### config.mk
export PLATFORM = sky130hd
export DESIGN_NAME = key_event_capture
export DESIGN_NICKNAME = d
export VERILOG_FILES = /design/src/rtl/key_event_capture.sv
export SDC_FILE = /design/constraint.sdc
export NUM_CORES = 1
export LEC_CHECK = 0
export BUFFER_PORTS_ARGS = -buffer_cell sky130_fd_sc_hd__buf_2
export CORE_UTILIZATION = 60
export CTS_CLUSTER_DIAMETER = 50
export DETAILED_ROUTE_END_ITERATION = 6
export GPL_ROUTABILITY_DRIVEN = 0
export HOLD_SLACK_MARGIN = 0.15
export PLACE_DENSITY = 0.83
export RECOVER_POWER = 50
export SYNTH_ARGS = -nofsm -noshare
export SYNTH_HDL_FRONTEND = slang
export SYNTH_SLANG_ARGS = --single-unit
### constraint.sdc
create_clock -name clk -period 2.8 [get_ports clk]
set_input_delay 0.14 -clock clk [delete_from_list [all_inputs] [get_ports clk]]
set_output_delay 0.14 -clock clk [all_outputs]
set_load 0.005 [all_outputs]
### src/rtl/key_event_capture.sv
// Key event capture: debounces the active-low code from the priority encoder,
// turns each accepted press into an event and queues it for a valid/ready consumer.
module key_event_capture #(
  parameter int DEBOUNCE_CYCLES = 4,
  parameter int FIFO_DEPTH      = 4
) (
  input  logic                          clk,
  input  logic                          rst_n,
  input  logic [3:0]                    Y_n,
  input  logic                          key_ready,
  input  logic                          clr_ovf,
  output logic [3:0]                    key_code,
  output logic                          key_valid,
  output logic                          key_held,
  output logic                          key_ovf,
  output logic [$clog2(FIFO_DEPTH):0]   fifo_cnt
);

  localparam int AW    = $clog2(FIFO_DEPTH);
  localparam int CW    = AW + 1;
  localparam logic [7:0]    DEB_C  = 8'(DEBOUNCE_CYCLES);
  localparam logic [CW-1:0] FULL_C = CW'(FIFO_DEPTH);

  localparam logic [0:0] ST_IDLE    = 1'b0;
  localparam logic [0:0] ST_PRESSED = 1'b1;

  logic [3:0]    y_q_r;
  logic [3:0]    key_raw_s;
  logic [3:0]    key_s;
  logic [3:0]    cand_r;
  logic [7:0]    cnt_r;
  logic [3:0]    stable_key_r;
  logic [0:0]    state_r;
  logic          qualified_s;
  logic          push_s;
  logic          pop_s;
  logic          full_s;
  logic          push_ok_s;
  logic          drop_s;
  logic [3:0]    mem_r [FIFO_DEPTH];
  logic [AW-1:0] wr_ptr_r;
  logic [AW-1:0] rd_ptr_r;
  logic [AW-1:0] rd_next_s;
  logic [CW-1:0] fifo_cnt_r;
  logic [CW-1:0] cnt_next_s;
  logic [3:0]    head_next_s;
  logic [3:0]    key_code_r;
  logic          key_valid_r;
  logic          key_ovf_r;

  // Decode the sampled code; codes above 9 cannot come from the encoder and read as no key.
  always_comb begin
    key_raw_s = ~y_q_r;
    if (key_raw_s > 4'd9) begin
      key_s = 4'd0;
    end else begin
      key_s = key_raw_s;
    end
  end

  assign qualified_s = (cnt_r == DEB_C) && (cand_r != stable_key_r);
  assign push_s      = qualified_s && (cand_r != 4'd0);
  assign pop_s       = key_valid_r && key_ready;
  assign full_s      = (fifo_cnt_r == FULL_C);
  assign push_ok_s   = push_s && (!full_s || pop_s);
  assign drop_s      = push_s && full_s && !pop_s;

  // Input sampling, debounce counter and press/release state.
  always_ff @(posedge clk or negedge rst_n) begin
    if (!rst_n) begin
      y_q_r        <= 4'hF;
      cand_r       <= 4'd0;
      cnt_r        <= 8'd0;
      stable_key_r <= 4'd0;
      state_r      <= ST_IDLE;
    end else begin
      y_q_r <= Y_n;
      if (key_s != cand_r) begin
        cand_r <= key_s;
        cnt_r  <= 8'd1;
      end else if (cnt_r < DEB_C) begin
        cnt_r <= cnt_r + 8'd1;
      end else begin
        cnt_r <= cnt_r;
      end
      if (qualified_s) begin
        stable_key_r <= cand_r;
        state_r      <= (cand_r != 4'd0) ? ST_PRESSED : ST_IDLE;
      end else begin
        stable_key_r <= stable_key_r;
        state_r      <= state_r;
      end
    end
  end

  // Next occupancy and next head; a push landing on the new head slot bypasses the array.
  always_comb begin
    rd_next_s = pop_s ? (rd_ptr_r + 1'b1) : rd_ptr_r;
    case ({push_ok_s, pop_s})
      2'b10:   cnt_next_s = fifo_cnt_r + 1'b1;
      2'b01:   cnt_next_s = fifo_cnt_r - 1'b1;
      default: cnt_next_s = fifo_cnt_r;
    endcase
    if (cnt_next_s == {CW{1'b0}}) begin
      head_next_s = 4'd0;
    end else if (push_ok_s && (wr_ptr_r == rd_next_s)) begin
      head_next_s = cand_r;
    end else begin
      head_next_s = mem_r[rd_next_s];
    end
  end

  // Event queue storage, pointers, registered head view and sticky overflow.
  always_ff @(posedge clk or negedge rst_n) begin
    if (!rst_n) begin
      for (int i = 0; i < FIFO_DEPTH; i++) begin
        mem_r[i] <= 4'd0;
      end
      wr_ptr_r    <= {AW{1'b0}};
      rd_ptr_r    <= {AW{1'b0}};
      fifo_cnt_r  <= {CW{1'b0}};
      key_code_r  <= 4'd0;
      key_valid_r <= 1'b0;
      key_ovf_r   <= 1'b0;
    end else begin
      if (push_ok_s) begin
        mem_r[wr_ptr_r] <= cand_r;
        wr_ptr_r        <= wr_ptr_r + 1'b1;
      end else begin
        wr_ptr_r <= wr_ptr_r;
      end
      rd_ptr_r    <= rd_next_s;
      fifo_cnt_r  <= cnt_next_s;
      key_code_r  <= head_next_s;
      key_valid_r <= (cnt_next_s != {CW{1'b0}});
      if (drop_s) begin
        key_ovf_r <= 1'b1;
      end else if (clr_ovf) begin
        key_ovf_r <= 1'b0;
      end else begin
        key_ovf_r <= key_ovf_r;
      end
    end
  end

  assign key_code  = key_code_r;
  assign key_valid = key_valid_r;
  assign key_held  = (state_r == ST_PRESSED);
  assign key_ovf   = key_ovf_r;
  assign fifo_cnt  = fifo_cnt_r;

endmodule

Word level (Yosys, flattened, before mapping)
Cells that the tools add are included.
{"block": "word_totals", "register_bits": 50, "in_bits": 8, "out_inout_bits": 10, "elab_cells": 67}
{"block": "op_classes", "addsub": 5, "order_cmp": 5, "eq_ne": 7, "muxes": 16, "bitwise": 3, "n_reduce_logical": 16}
{"op": "2-to-1 mux 4 bit", "count": 6}
{"op": "bitwise mux 16 bit", "count": 1}
{"op": "2-to-1 mux 8 bit", "count": 2}
{"op": "adder 8 x 1 -> 8 bit (second input constant)", "count": 1}
{"op": "binary-select mux 4 bit (select 2 bit)", "count": 1}
{"op": "demux 4 bit (select 2 bit)", "count": 1}
{"op": "equality test 8 x 3 -> 1 bit (second input constant)", "count": 1}
{"op": "logical AND 1 bit", "count": 8}
{"op": "< comparator 8 x 3 -> 1 bit (second input constant)", "count": 1}
{"op": "inequality test 4 bit", "count": 2}
{"op": ">= comparator 3 bit (second input constant)", "count": 2}
{"op": "NOT 2 -> 3 bit", "count": 2}
{"op": "one-hot mux 3 bit (2 select lines)", "count": 1}
{"op": "adder 2 x 1 -> 2 bit (second input constant)", "count": 2}
{"op": "greater-than comparator 4 bit (second input constant)", "count": 1}
{"op": "NOT 4 bit", "count": 1}
{"op": "nonzero test 2 bit", "count": 2}
{"op": "nonzero test 4 bit", "count": 1}
{"op": "adder 3 x 1 -> 3 bit (second input constant)", "count": 1}
{"op": "equality test 3 bit (second input constant)", "count": 1}
{"op": "zero test 3 bit", "count": 1}
{"op": "< comparator 3 x 1 -> 1 bit (second input constant)", "count": 1}
{"op": "2-to-1 mux 1 bit", "count": 3}
{"op": "nonzero test 3 bit", "count": 1}
{"op": "7 further kinds", "count": 8}

Longest topological paths before layout
{"block": "logic_depth", "word_depth": 8, "mapped_depth": 11}

Worst setup path before layout
OpenSTA, ideal clock, no wires.
{"block": "synth_timing", "kind": "register -> register", "start": "register cnt_r[3]", "end": "register key_code_r[0], in the netlist key_code[0]", "setup_time_ns": 0.143, "arrival_time_ns": 2.327, "path_slack_ns": 0.330, "path_stages_with_launch": 9, "n_path_buf": 0, "period_less_slack_ns": 2.470, "path_cell_list": "dfrtp_1 or3_4 nor3_4 a21oi_1 fa_1 nor3_1 o211ai_1 a31oi_1 nor4_1"}
{"block": "synth_via", "elab_chain_len": 8, "elab_cells_between_ends": 11}
{"element": "start: declaration", "line_no": "31", "source": "logic [7:0] cnt_r;"}
{"element": "start signal: assignment", "line_no": "82", "source": "cnt_r <= cnt_r + 8'd1;"}
{"element": "start signal: assignment", "line_no": "84", "source": "cnt_r <= cnt_r;"}
{"element": "equality test 8 x 3 -> 1 bit *", "line_no": "61", "source": "assign qualified_s = (cnt_r == DEB_C) && (cand_r != stable_key_r);"}
{"element": "logical AND 1 bit *", "line_no": "61"}
{"element": "logical AND 1 bit *", "line_no": "62", "source": "assign push_s = qualified_s && (cand_r != 4'd0);"}
{"element": "logical AND 1 bit *", "line_no": "65", "source": "assign push_ok_s = push_s && (!full_s || pop_s);"}
{"element": "equality test 2 x 1 -> 1 bit or equality test 2 bit (tied branches)", "line_no": "99", "source": "case ({push_ok_s, pop_s})"}
{"element": "one-hot mux 3 bit (2 select lines)", "line_no": "99"}
{"element": "zero test 3 bit", "line_no": "104", "source": "if (cnt_next_s == {CW{1'b0}}) begin"}
{"element": "2-to-1 mux 4 bit *", "line_no": "104"}
{"element": "named net head_next_s[0]", "line_no": "46", "source": "logic [3:0] head_next_s;"}
{"element": "end signal: assignment", "line_no": "134", "source": "key_code_r <= head_next_s;"}
{"element": "end: declaration", "line_no": "47", "source": "logic [3:0] key_code_r;"}
Mark *: on every way through the listed nets, which the timed path passes. The rest lies on a longest branch.
A chain may end at the register's enable or synchronous reset.

Worst setup path in the final report
{"block": "layout_timing", "start": "register cnt_r[0]", "end": "register key_code_r[2], in the netlist key_code[2]"}
Same word-level chain as after synthesis.

==> impl_metrics.json <==
{
  "fin_worst_skew_ns": 0.01218,
  "grt_overflow_total": 0,
  "synth_area_leader_cell": "dfrtp_1",
  "synth_ff_type": "dfrtp_1",
  "ys_ff_latch": 50,
  "irDropWorstVdd_mv": 0.3744,
  "crit_arrival_ns": 2.74,
  "dp_cells": 296,
  "critPathLaunchType": "flop",
  "final-max-slew-violation-count": 0,
  "synth_area_mm2": 0.002613,
  "syn-num-nets": 250,
  "synthCells": 235,
  "fmax_mhz": 389.8,
  "vias": 1880,
  "synth.most_common_cell": "dfrtp_1",
  "routed_via_density": 6.065,
  "yosysWarnings": 0,
  "synth-edff-count": 0,
  "nets": 274,
  "wire_per_inst_um": 16.22,
  "drtIter0Drc": 236,
  "grt_pass1_vias": 1728,
  "p_int_w": 0.001250,
  "cts_root_buf": "clkbuf_8",
  "clock-sinks": 50,
  "synth_area_leaders": "dfrtp_1 (44%), mux2_2 (8.2%), dfstp_2 (4.0%)",
  "core_mm2": 0.004086,
  "synthTopCellsByCount": "dfrtp_1 (46), nand2_1 (20), mux2_2 (19), and3_1 (12), xnor2_1 (9)",
  "area_growth_pct": 10.63,
  "start_util": 0.6393,
  "die_height_um": 67.99,
  "synth_cell_types": 55,
  "powerDensity_mw_per_mm2": 664.2,
  "ys_seq_area_frac": 0.4808,
  "tns_ns": 0,
  "power_switching_w": 0.0006697,
  "clock_tree.buffer_depth": 2,
  "drive_gt1_frac": 0.2269,
  "worstSetupEndpointType": "flop",
  "drc": 0,
  "fp.dieW_um": 67.99,
  "dieArea_mm2": 0.004622,
  "swShare": 0.3488,
  "finalNonFillerCells": 310,
  "syn_area_per_cell_um2": 11.12,
  "grt_max_degree": 51,
  "critPathMaxFanout": 7,
  "status": "complete, no violations",
  "maxCapViolCount": 0,
  "r2r_cells": 10,
  "post-dp-hpwl_mm": 3.513,
  "pwr-share-comb": 0.282,
  "ant_nets": 0,
  "p_leak_nw": 1.335,
  "htreeDepth": 2,
  "hold_depth": 3,
  "cts_tree": "yes",
  "setup-violations-final": 0,
  "yosysTopAreaCellShare": 0.4406,
  "path_class": "reg2reg",
  "async_flop_share": 1.000,
  "report.final.hold_viol_count": 0,
  "antennaDiodeCount": 0,
  "track_usage": 0.2420,
  "cts_buffers": 5,
  "rows": 23,
  "rsz0062_at_grt": "no",
  "path_clk_slew_ns": 0.09,
  "fin_crit_ns": 2.566,
  "grt_pass1_wl_mm": 8.093,
  "portBuffers": 17,
  "relSlewSlack": 0.2131,
  "power_frac_seq": 0.489,
  "dr.pass1.iters": 4,
  "fin_crit_sh": 0.9163,
  "drt_wl_total_mm": 5.029,
  "clkPwrFrac": 0.229,
  "fillers": 307,
  "cp_data_required_time_ns": 2.98,
  "clk_latency_ns": 0.31,
  "post-cts-setup-buffers": 0,
  "min_path_type": "in2reg",
  "worst_pin_slew_ns": 1.180,
  "antenna_found_initial": 0,
  "ios": 18
}
-- cell type report --
cell class	instances	area (um^2)	share of cell area
Clock inverter	2	12.51	0.004329
Timing Repair Buffer	30	185.2	0.06407
Sequential cell	50	1256	0.4346
Tap cell	50	62.56	0.02165
Inverter	7	26.28	0.009091
Multi-Input combinational cell	165	1265	0.4377
Clock buffer	6	82.58	0.02857
-- layout by cell type (no fill, tap or decap), types with 6 or more instances in the layout --
cell type,Yosys,layout
buf_4,1,6
a211oi_1,8,8
nand2_1,20,20
nor2_1,7,7
dfrtp_1,46,46
buf_2,4,9
mux2_2,19,19
nand3_1,6,6
clkbuf_1,7,8
ha_1,6,6
xnor2_1,9,9
inv_1,7,7
dlygate4sd3_1,0,6
and3_1,12,12
nor3_1,8,8
clkbuf_8,0,6
-- worst paths after layout --
| kind | end | from | slack (ns) |
|---|---|---|---|
| max reg2reg | key_code[2] | cnt_r[0] | 0.23 |
| min | rd_ptr_r[1] | key_ready | 0.25 |
| max | key_code[2] | cnt_r[0] | 0.23 |
| max in group asynchronous | mem_r[7] | rst_n | 1.48 |
| min reg2reg | cnt_r[6] | cnt_r[6] | 0.52 |
| min in group asynchronous | rd_ptr_r[0] | rst_n | 0.60 |
-- stage by stage --
step                  util  worst slack, ns  hold WS (ns)  area [um^2]  total power, W
finish              0.7073           0.2343        0.2538         2890        0.001920
global route        0.7073          0.01825        0.2681         2890        0.002051
CTS                 0.7103           0.1563        0.2387         2903        0.001940
detailed placement  0.6724           0.1700        0.2473         2748        0.001492
global placement    0.6724           0.3312        0.2452         2748        0.001468
floorplan                -           0.3303       -0.1556         2613        0.001330
-- critical path, cell delays in order (launching register included) --
cell	delay [ns]
dfrtp_1	0.41
inv_1	0.07
ha_1	0.15
nand4bb_1	0.19
nor3_4	0.22
a21oi_1	0.12
fa_1	0.47
nor3_1	0.21
o211ai_1	0.10
a31oi_1	0.38
nor4_1	0.11
-- cell families after synthesis --
group,Yosys count,share of synthesized area
AND/OR/NAND/NOR,82,0.1940
flip-flops,50,0.4808
AO/OA/AOI/OAI,41,0.1140
multiplexers,23,0.09962
buffers and inverters,20,0.03497
XOR/XNOR,12,0.04023
adder cells (fa/ha/maj),7,0.03640
-- metal layers --
| metal | routed length, um | up-vias | part of all wire | global-route usage |
|---|---|---|---|---|
| li1 | - | 912 | - | - |
| met1 | 2342 | 908 | 0.47 | 0.3233 |
| met2 | 2385 | 53 | 0.47 | 0.3787 |
| met3 | 242 | 7 | 0.048 | 0.06833 |
| met4 | 58 | 0 | 0.012 | 0.07552 |
| met5 | 0 | - | 0 | 0 |
-- repair_timing --
action                                  4_1_cts  5_1_grt
endpoints found under the setup margin        0        1
hold buffers                                  6        0
gates resized for setup                       0        0
hold endpoints to repair                     51        0
-- flip-flops by register name (all words and copies together), names as in the netlist --
signal,flops
cand_r,4
rd_ptr_r,2
mem_r,16
key_ovf,1
cnt_r,8
wr_ptr_r,2
y_q_r,4
key_code,4
stable_key_r,4
fifo_cnt,3
key_valid,1
key_held,1
-- power by group through the flow --
stage | combinational (W) | clock (W) | sequential, W
CTS | 0.000551 | 0.000453 | 0.000937
global route | 0.000609 | 0.000482 | 0.000959
floorplan | 0.000456 | 0 | 0.000873
finish | 0.000541 | 0.000439 | 0.000939
global placement | 0.000522 | 0 | 0.000945
detailed placement | 0.000540 | 0 | 0.000951
No activity file was read; power rests on OpenSTA's default activity.
